[config.mk]
export PLATFORM = sky130hd
export DESIGN_NAME = div_unit
export DESIGN_NICKNAME = d
export VERILOG_FILES = /design/src/rtl/div_unit.sv
export SDC_FILE = /design/constraint.sdc
export NUM_CORES = 1
export LEC_CHECK = 0
export BUFFER_PORTS_ARGS = -buffer_cell sky130_fd_sc_hd__buf_2
export CAP_MARGIN = 20
export CORE_MARGIN = 3
export CORE_UTILIZATION = 53
export CTS_CLUSTER_DIAMETER = 200
export CTS_CLUSTER_SIZE = 8
export DETAILED_ROUTE_END_ITERATION = 7
export GPL_TIMING_DRIVEN = 0
export PLACE_DENSITY = 0.87
export SETUP_SLACK_MARGIN = 0.02
export SYNTH_ARGS = -nofsm -noshare
export SYNTH_HDL_FRONTEND = slang
export SYNTH_SLANG_ARGS = --single-unit
[constraint.sdc]
create_clock -name clk -period 3.4 [get_ports clk]
set_input_delay 0.68 -clock clk [delete_from_list [all_inputs] [get_ports clk]]
set_output_delay 0.68 -clock clk [all_outputs]
set_load 0.02 [all_outputs]
[src/rtl/div_unit.sv]
// div_unit: multicycle signed 32-bit radix-2 restoring divider.
// Produces the quotient on lo and the remainder on hi through a start/done
// handshake. A zero divisor raises div0 together with done and leaves
// hi/lo untouched.
module div_unit (
  input  logic        clk,
  input  logic        reset,
  input  logic        start,
  input  logic [31:0] dividend,
  input  logic [31:0] divisor,
  output logic        busy,
  output logic        done,
  output logic        div0,
  output logic [31:0] hi,
  output logic [31:0] lo
);

  typedef enum logic [1:0] {
    S_IDLE = 2'd0,
    S_RUN  = 2'd1,
    S_FIX  = 2'd2,
    S_DONE = 2'd3
  } state_t;

  state_t r_state;
  state_t w_next;

  // The partial remainder never exceeds |divisor| <= 2^31, so 32 stored bits
  // are enough; the 33-bit view exists only for the shifted compare/subtract.
  logic [31:0] r_rem;
  logic [31:0] r_q;
  logic [31:0] r_dvs;
  logic        r_sign_q;
  logic        r_sign_r;
  logic [5:0]  r_cnt;
  logic        r_done;
  logic        r_div0;
  logic [31:0] r_hi;
  logic [31:0] r_lo;

  logic [32:0] w_rem_sh;
  logic [32:0] w_diff;
  logic        w_ge;
  logic [31:0] w_rem_nxt;
  logic [31:0] w_q_nxt;

  // Two's-complement negation truncated to 32 bits.
  function automatic logic [31:0] neg32(input logic [31:0] v);
    return ~v + 32'd1;
  endfunction

  // Magnitude of a signed operand; 0x80000000 maps to itself as unsigned.
  function automatic logic [31:0] abs32(input logic signed [31:0] v);
    return v[31] ? neg32(v) : v;
  endfunction

  // State register.
  always_ff @(posedge clk) begin
    if (reset) r_state <= S_IDLE;
    else       r_state <= w_next;
  end

  // Next-state decode: 32 RUN cycles, one FIX cycle, one DONE cycle.
  always_comb begin
    w_next = r_state;
    case (r_state)
      S_IDLE: begin
        if (start) w_next = (divisor == 32'd0) ? S_DONE : S_RUN;
      end
      S_RUN: begin
        if (r_cnt == 6'd31) w_next = S_FIX;
      end
      S_FIX:   w_next = S_DONE;
      S_DONE:  w_next = S_IDLE;
      default: w_next = S_IDLE;
    endcase
  end

  // One restoring iteration: shift in the next dividend bit, trial-subtract.
  always_comb begin
    w_rem_sh  = {r_rem, r_q[31]};
    w_diff    = w_rem_sh - {1'b0, r_dvs};
    w_ge      = ~w_diff[32];
    w_rem_nxt = w_ge ? w_diff[31:0] : w_rem_sh[31:0];
    w_q_nxt   = {r_q[30:0], w_ge};
  end

  // Operand latch, iteration, sign fix-up and the registered done/div0 pulses.
  always_ff @(posedge clk) begin
    if (reset) begin
      r_rem    <= '0;
      r_q      <= '0;
      r_dvs    <= '0;
      r_sign_q <= 1'b0;
      r_sign_r <= 1'b0;
      r_cnt    <= '0;
      r_done   <= 1'b0;
      r_div0   <= 1'b0;
      r_hi     <= '0;
      r_lo     <= '0;
    end else begin
      r_done <= 1'b0;
      r_div0 <= 1'b0;
      case (r_state)
        S_IDLE: begin
          if (start) begin
            r_q      <= abs32(dividend);
            r_dvs    <= abs32(divisor);
            r_sign_q <= dividend[31] ^ divisor[31];
            r_sign_r <= dividend[31];
            r_rem    <= '0;
            r_cnt    <= '0;
            if (divisor == 32'd0) begin
              r_done <= 1'b1;
              r_div0 <= 1'b1;
            end
          end
        end
        S_RUN: begin
          r_rem <= w_rem_nxt;
          r_q   <= w_q_nxt;
          r_cnt <= r_cnt + 6'd1;
        end
        S_FIX: begin
          r_lo   <= r_sign_q ? neg32(r_q) : r_q;
          r_hi   <= r_sign_r ? neg32(r_rem) : r_rem;
          r_done <= 1'b1;
        end
        default: ;
      endcase
    end
  end

  assign busy = (r_state != S_IDLE);
  assign done = r_done;
  assign div0 = r_div0;
  assign hi   = r_hi;
  assign lo   = r_lo;

endmodule
==> reports/qor.txt <==
DRT antenna net count: 0
Root buf cell: clkbuf_16
HPWL after DPL: 23600 microns
Status: finished, violations left
Fmax: 306 MHz
Largest net degree at the start of global routing: 17
Routability cong.: 1.02
Area grow syn2layout: 15.9%
TNS Setup: 0 ps
Post-Synth Simple-Gate Area: 0.218
Max H-tree Level: 4
Multiplexer share of the synthesized area: 0.00954
Post-synthesis async set-or-reset flop share: 0
Initial cell density of the core: 0.542
GRT overflow: 0
CTS sink cnt: 172
RSZ-0062 raised after global routing: no
Cts bufs inserted: 17
IO buf count: 133
Post-layout min period: 3270 ps
Global-route wire length before repair: 50300 microns
Max-Cap Viols: 0
FF+latch count, synth: 172
Antenna diodes: 0
Slew margin rel.: 0.414
Pwr dens: 718 mW/mm^2
Post-synthesis compound-gate area fraction: 0.228
DRT iter0 DRCs: 1003
Worst hold stages: 2
RR Endpoint: r_rem[1]$_SDFFE_PP0P_
Dominant cells by area after synthesis: dfxtp_1, xor2_1, a211oi_1, nand2_1, ha_1
Final Max Slew Viols: 0
Post-route insts no fill: 1808
Final WL: 31800 microns
Bufs on Longest Clock Path: 2
TritonRoute pass-1 iters: 8
Post-synthesis net count: 1479
Yosys warnings: 0
Total power: 8.84 mW
Fin worst setup slack: 130 ps
Layout cells sized above 1: 0.130
Filler instances: 1699
Leak Pwr: 4.99 nW
Endpoints failing hold: 0
Most used DFF post-synth: dfxtp_1
CP max FO: 7
Worst-Margin Slew: 879 ps
DRC: 1
Worst VDD drop: 0.332 mV
Register area share after synthesis: 0.324
Hold slack: 456 ps
Post-Syn Area: 0.0106 sq mm
HP Start: r_dvs[31]$_SDFFE_PP0P_
Gr usage total: 0.283
Initial antenna violation count: 0
CP Class: reg -> reg
Worst R2R Start: r_q[31]$_SDFFE_PP0P_
Clock skew: 11.9 ps
Min-Delay Endpoint: r_dvs[31]$_SDFFE_PP0P_
Number of synthesized flops with an enable pin: 0
DP Worst Slack: -608 ps
Post-Synth Adder-Cell Area: 0.0490
# hold bufs at CTS: 0
Die Ht: 148 microns
CP arrival: 3610 ps
Detailed-route wire length per cell: 17.6 microns
Clock Pin Slew Worst Setup and Hold Paths: 70 ps
Width of the chip: 148 microns
Nets: 1638
Failing checks: DRC
CTS tree: yes
Synth top cells by count: nand2_1, dfxtp_1, nor2_1
Vias in the first global route: 9949
Vias after detailed routing: 10.9k
Cell taking the most area after synthesis: dfxtp_1
Type of origin of the critical path: register
Crit. End Element: register
Io pins: 134
Fin crit share: 0.962
Count of final setup violators: 0
Core Area: 0.0196 sq mm
Area fraction of the dominant cell type after synthesis: 0.324
XOR/XNOR Fraction of Synth Area: 0.120
Top-count cell post-synth: nand2_1
Yosys cell types: 62
Worst R2R Path Depth: 14
Min-delay worst type: reg -> reg
Post-Syn Instances: 1371
Num rows: 51
Syn avg cell area: 7.75 sq um
Largest family of logic cells by synthesized area: compound AO/OA/AOI/OAI gates
Vias/cell: 6.05
Die Area: 0.0218 sq mm
Post-Place Cells: 1769
R2R setup slack: 130 ps
Required @ worst endpoint: 3740 ps
Worst skew pair latency: 440 ps
## worst max-delay path, cell delays in order, from the launching register on
cell	delay, ps
dfxtp_1	320
inv_1	80
ha_1	240
fa_1	400
nand2b_1	200
a21oi_2	160
o21ai_1	160
a211oi_2	300
o21ai_1	190
o21ai_2	210
buf_4	160
xor2_4	240
buf_4	180
nand2_1	60
a32o_1	250
## layout by cell type (no fill, tap or decap), types with 17 or more instances in the layout
cell type and count:
a211oi_1 100, a21oi_1 60, buf_2 133, clkbuf_1 78, clkbuf_16 17, dfxtp_1 171
ha_1 40, inv_1 56, nand2_1 175, nand3_1 72, nor2_1 132, o21ai_0 69
o31ai_1 33, o41ai_1 18, or4_1 21, xnor2_1 26, xor2_1 119
## sequential cells by signal, summed over array words and instances (netlist names)
| signal | count |
|---|---|
| r_dvs | 32 |
| r_rem | 32 |
| r_sign_r | 1 |
| lo | 32 |
| div0 | 1 |
| r_cnt | 6 |
| hi | 32 |
| r_state | 2 |
| done | 1 |
| r_q | 32 |
| r_sign_q | 1 |
## area by class of cell
cell class,count,area [sq um],share of cell area
inverter,56,210,0.0171
clock buffer,19,453,0.0368
multi-input combinational,1055,6700,0.545
buffer,88,344,0.0280
sequential,172,3440,0.280
timing repair buffer,140,718,0.0583
clock inverter,13,105,0.00854
tap,265,332,0.0269
## layer usage
layer	part of all wire	up-vias	GRT usage
li1	-	5234	-
met1	0.42	5003	0.388
met2	0.44	595	0.429
met3	0.10	98	0.0555
met4	0.043	0	0.133
met5	0	-	0
## how the worst max path moves through the flow
| stage | cells past startpoint | slack (ps) | startpoint | to |
|---|---|---|---|---|
| 2_1_floorplan | 8 | 90 | divisor[7] | r_state[1]$_SDFFE_PP0P_ |
| 3_3_place_gp | 12 | -580 | r_rem[0]$_SDFFE_PP0P_ | r_rem[2]$_SDFFE_PP0P_ |
| 3_5_place_dp | 12 | -610 | r_rem[0]$_SDFFE_PP0P_ | r_rem[2]$_SDFFE_PP0P_ |
| 4_1_cts | 14 | 40 | r_q[31]$_SDFFE_PP0P_ | r_rem[18]$_SDFFE_PP0P_ |
| 5_1_grt | 13 | 1 | r_rem[0]$_SDFFE_PP0P_ | r_rem[1]$_SDFFE_PP0P_ |
| 6_report | 14 | 130 | r_q[31]$_SDFFE_PP0P_ | r_rem[1]$_SDFFE_PP0P_ |
## through the flow
stage           util  cell area, sq um
5_1_grt        0.628             12300
3_3_place_gp   0.593             11600
6_report       0.628             12300
2_1_floorplan      -             10600
3_5_place_dp   0.593             11600
4_1_cts        0.624             12200
## cell families (layout without fill, tap and decap cells)
| family | count (synthesis) | in the layout |
|---|---|---|
| AO/OA/AOI/OAI | 363 | 363 |
| adder cells (fa/ha/maj) | 41 | 41 |
| XOR/XNOR | 146 | 146 |
| buffers and inverters | 144 | 316 |
| multiplexers | 10 | 10 |
| flip-flops | 172 | 172 |
| AND/OR/NAND/NOR | 495 | 495 |
## what timing repair did
action | 4_1_cts | 5_1_grt
pin swaps | 1 | 2
gates resized for setup | 13 | 12
buffers inserted | 0 | 7
setup endpoints to repair | 33 | 36
gates cloned | 0 | 0
## where the power goes
part | internal (mW) | switching, mW
Combinational | 1.40 | 2.73
Sequential | 2.50 | 0.358
Clock | 0.987 | 0.872
Total | 4.88 | 3.96
Note: power is estimated with default switching activity, not from simulation.
